--- src/rtl/data_mem_ctrl.sv ---
// data_mem_ctrl: cache-to-memory controller with blocking read-miss refill and a write-through FIFO store buffer
module data_mem_ctrl #(
  parameter int WB_DEPTH = 4,
  parameter int ADDR_WIDTH = 32
) (
  input  logic                              clk,
  input  logic                              rst,
  input  logic                              req_valid,
  input  logic                              req_wen,
  input  logic [ADDR_WIDTH-1:0]             req_addr,
  input  logic [31:0]                       req_wdata,
  input  logic [2:0]                        req_width,
  input  logic                              cache_hit,
  output logic                              stall,
  output logic [31:0]                       refill_data,
  output logic                              refill_valid,
  output logic                              mem_req,
  output logic                              mem_we,
  output logic [ADDR_WIDTH-1:0]             mem_addr,
  output logic [31:0]                       mem_wdata,
  output logic [2:0]                        mem_width,
  input  logic                              mem_ack,
  input  logic [31:0]                       mem_rdata,
  output logic [$clog2(WB_DEPTH+1)-1:0]     wb_count
);
  localparam int PW = $clog2(WB_DEPTH);
  localparam int CW = $clog2(WB_DEPTH+1);
  typedef enum logic [1:0] {IDLE, DRAIN, READ, RESP} state_t;
  state_t state;
  logic [ADDR_WIDTH-1:0] q_addr [WB_DEPTH];
  logic [31:0] q_data [WB_DEPTH];
  logic [2:0] q_width [WB_DEPTH];
  logic [PW-1:0] rd_ptr, wr_ptr;
  logic [CW-1:0] count;
  logic full, empty, draining, push, pop, rd_miss, st_req;
  assign wb_count = count;
  assign full = count == CW'(WB_DEPTH);
  assign empty = count == '0;
  assign draining = ~empty & (state == IDLE | state == DRAIN);
  assign pop = draining & mem_ack;
  assign rd_miss = req_valid & ~req_wen & ~cache_hit;
  assign st_req = req_valid & req_wen;
  // a full buffer refuses the store this cycle even if a pop frees a slot; it enqueues next cycle
  assign push = state == IDLE & st_req & ~full;
  assign stall = ~rst & (state == IDLE ? (rd_miss | (st_req & full)) : state != RESP);
  assign refill_valid = state == RESP;
  assign mem_req = state == READ | draining;
  assign mem_we = draining;
  assign mem_addr = state == READ ? {req_addr[ADDR_WIDTH-1:2], 2'b00} : draining ? q_addr[rd_ptr] : '0;
  assign mem_wdata = draining ? q_data[rd_ptr] : '0;
  assign mem_width = draining ? q_width[rd_ptr] : '0;
  always_ff @(posedge clk) begin
    if (push) begin
      q_addr[wr_ptr] <= req_addr;
      q_data[wr_ptr] <= req_wdata;
      q_width[wr_ptr] <= req_width;
    end
  end
  always_ff @(posedge clk or posedge rst) begin
    if (rst) begin
      state <= IDLE;
      rd_ptr <= '0;
      wr_ptr <= '0;
      count <= '0;
      refill_data <= '0;
    end else begin
      if (push) wr_ptr <= wr_ptr + PW'(1);
      if (pop) rd_ptr <= rd_ptr + PW'(1);
      count <= count + CW'(push) - CW'(pop);
      case (state)
        IDLE: if (rd_miss) state <= empty ? READ : DRAIN;
        // the read waits until every older store has been acknowledged
        DRAIN: if (empty | (count == CW'(1) & pop)) state <= READ;
        READ: if (mem_ack) begin
          refill_data <= mem_rdata;
          state <= RESP;
        end
        default: state <= IDLE;
      endcase
    end
  end
endmodule

--- config.mk ---
export PLATFORM = sky130hd
export DESIGN_NAME = data_mem_ctrl
export DESIGN_NICKNAME = d
export VERILOG_FILES = /design/src/rtl/data_mem_ctrl.sv
export SDC_FILE = /design/constraint.sdc
export NUM_CORES = 1
export LEC_CHECK = 0
export BUFFER_PORTS_ARGS = -buffer_cell sky130_fd_sc_hd__buf_2
export CORE_MARGIN = 4
export CORE_UTILIZATION = 56
export CTS_CLUSTER_SIZE = 16
export DETAILED_ROUTE_END_ITERATION = 10
export GPL_ROUTABILITY_DRIVEN = 0
export PLACE_DENSITY_LB_ADDON = 0.1
export SYNTH_ARGS = -nofsm -noshare
export SYNTH_HDL_FRONTEND = slang
export SYNTH_SLANG_ARGS = --single-unit
export TNS_END_PERCENT = 20
--- constraint.sdc ---
create_clock -name clk -period 5.1 [get_ports clk]
set_clock_uncertainty 0.2 [all_clocks]
set_input_delay 0.255 -clock clk [delete_from_list [all_inputs] [get_ports clk]]
set_output_delay 0.255 -clock clk [all_outputs]
set_load 0.02 [all_outputs]
==> metrics.cfg <==
[outcome]
run_status=finished clean

[timing]
timing.final.crit_share_pct=68.1
fmax_ghz=0.288
finalCriticalPeriod_ps=3470
rsz0062_at_grt=false
setup_violations=0
finalSetupTns_ps=0
fin_ws_ps=1630
slew_headroom_pct=14.2
hold_viol_final=0
tightest_slew_ps=1280
slew_violations=0

[synth]
ys_warn_count=0
avgSynthCellArea_sq_um=21.2
netlist_area_sq_mm=0.0121
synthCells=568
yosysSeqAreaShare_pct=75.2
ys_types=33
synth_seq_cells=309
synth_nets=685

[cts]
cts_buffer_depth=3
cts_tree=built
cts_setup_buffers=0
cts_buffers=30
cts.clk_slew.worst_paths_ps=60
clock-root-buffer=clkbuf_16
h-tree-depth=1
clkLatencyLatePin_ps=540
numClockSinks=309

[drt]
drc=0
routed_wirelength_microns=24600
first_pass_iters=6
viasPerCell=5.51
wl_met3_microns=1660
drt_first_iter_violations=458
top_layer_used=met5
met1_length_microns=10100
vias=6549
dr_wl_met2_microns=12300
wl_per_cell_microns=20.7
ant_nets=0

[finish]
area_growth_pct=26.8
fillCellCount=1288
nets=1005
final_layout_size_suffix_gt1_share_pct=39.9

[die]
die_h_microns=155
rows=53
dieArea_sq_mm=0.0239
start_util_pct=57.2
die_x_microns=155
ios=211
core_sq_mm=0.0211

[critical_path]
cp.required_ps=4640
cp-startpoint=state[1]
r2r_start=state[1]
cp_max_fo=37
cp-end-kind=output pin
start_kind=flop
worst-setup-path-type=reg -> out
critical_path_arrival_ps=3020

[grt]
grt_pass1_wl_microns=38600
grt_max_degree=68
antenna_found_initial=2
grt_use_total_pct=20.5
grt_pass1_vias=7088
globalRouteOverflowTotal=0

[placed_design]
place_ws_ps=1880
io_buffers=210
dp_hpwl_microns=14000

[power]
p_leak_nw=5.72
max-vdd-ir-drop_uv=352
power.density_mw_per_mm2=569

[flow_run]
max_cap_viol_count=0

[min_path]
min_path_type=in -> reg
min_from=req_valid

## cell usage after synthesis
| cell | number | area share [%] |
|---|---|---|
| ha_1 | 11 | 1.1 |
| buf_2 | 14 | 0.58 |
| o21ai_2 | 1 | 0.073 |
| a22o_1 | 30 | 2.2 |
| o31ai_1 | 1 | 0.062 |
| xnor2_1 | 4 | 0.29 |
| mux2_2 | 32 | 3.0 |
| a21o_1 | 1 | 0.062 |
| a21oi_1 | 4 | 0.17 |
| nor2b_1 | 1 | 0.052 |
| and2_1 | 41 | 2.1 |
| a31o_2 | 1 | 0.073 |
| or3_1 | 1 | 0.052 |
| o21ai_0 | 1 | 0.041 |
| buf_12 | 2 | 0.33 |
| nand3_1 | 3 | 0.12 |
| nor3_1 | 1 | 0.041 |
| nor2_1 | 7 | 0.22 |
| a41oi_1 | 1 | 0.073 |
| mux4_2 | 67 | 13 |
| dfrtp_1 | 41 | 8.5 |
| edfxtp_1 | 268 | 67 |
| inv_1 | 11 | 0.34 |
| fa_1 | 1 | 0.17 |
| buf_6 | 1 | 0.093 |
| xor2_1 | 1 | 0.073 |
| clkbuf_1 | 10 | 0.31 |
| o22a_1 | 1 | 0.073 |
| buf_4 | 3 | 0.19 |
| nand2_1 | 3 | 0.093 |
| a31oi_1 | 2 | 0.10 |
| or3b_1 | 1 | 0.073 |
| a22oi_1 | 1 | 0.062 |
## cell families after synthesis
family | count (synthesis) | share of synthesized area [%]
simple gates | 58 | 2.78
xor+xnor | 5 | 0.363
flops | 309 | 75.2
mux | 99 | 15.5
fa+ha+maj | 12 | 1.31
compound gates | 44 | 2.97
buf+inv | 41 | 1.85
## cells in the final DEF (no fill, tap or decap), drive strengths merged, types with 3 or more instances in the layout
cell type / instances
buf: 217
mux4: 67
mux2: 32
ha: 11
and2: 41
inv: 11
edfxtp: 268
nor2: 7
nand3: 3
a22o: 30
dlygate4sd3: 101
clkinv: 10
xnor2: 4
a21oi: 4
clkbuf: 43
nand2: 3
dfrtp: 41
## routing by layer
layer  up-vias  global-route usage (%)
met5         -                       0
met4         2                    5.85
met3        44                    3.64
met2       231                    34.2
met1      3325                    28.4
li1       2947                       -
## sequential cells by signal (all words and copies together) (netlist names)
| register | cells |
|---|---|
| rd_ptr | 2 |
| q_width | 12 |
| refill_data | 32 |
| q_addr | 128 |
| wb_count | 3 |
| state | 2 |
| wr_ptr | 2 |
| q_data | 128 |
## power breakdown
group / switching [W] / total, W / internal [W]
clock network: 0.000870 / 0.00210 / 0.00123
registers: 0.000288 / 0.00334 / 0.00305
logic: 0.00184 / 0.00326 / 0.00142
total: 0.00300 / 0.00870 / 0.00570
## worst max-delay path: stages (launching register included)
cell	delay [ps]
dfrtp_1	450
inv_1	150
ha_1	350
o21ai_2	120
inv_1	880
and2_1	320
buf_2	200
## final timing paths
check,end,slack [ps],cells after the start
setup / recovery,mem_wdata[27],1630,6
min in group asynchronous,wb_count[1],70,3
hold / removal,wr_ptr[1],30,4
hold reg to reg,refill_data[16],300,1
setup reg to reg,wb_count[2],1890,12
max in group asynchronous,refill_data[29],3880,4
## per-stage QoR
step	total power, W	cells	area [sq um]	utilization (%)	hold slack (ps)
after global routing	0.00914	1188	15300	72.5	46.0
final	0.00870	1188	15300	72.5	25.7
after CTS	0.00878	1187	15300	72.5	14.2
after floorplan	0.00561	568	12100	-	154
after detailed placement	0.00662	1030	13300	63.3	76.6
after global placement	0.00657	1030	13300	63.3	74.8
## final cells by class
type	count	area (sq um)	share of cell area [%]
Sequential cell	309	9080	59.3
Inverter	11	41.3	0.270
Timing Repair Buffer	318	2110	13.8
Tap cell	275	344	2.25
Clock buffer	43	831	5.43
Multi-Input combinational cell	218	2780	18.1
Antenna cell	1	2.50	0.0164
Clock inverter	13	110	0.720
## timing repair
action	4_1_cts	5_1_grt
gates resized for setup	0	0
endpoints found under the setup margin	0	0
hold buffers	101	0
endpoints found under the hold margin	343	0
(Power assumes the default switching activity.)
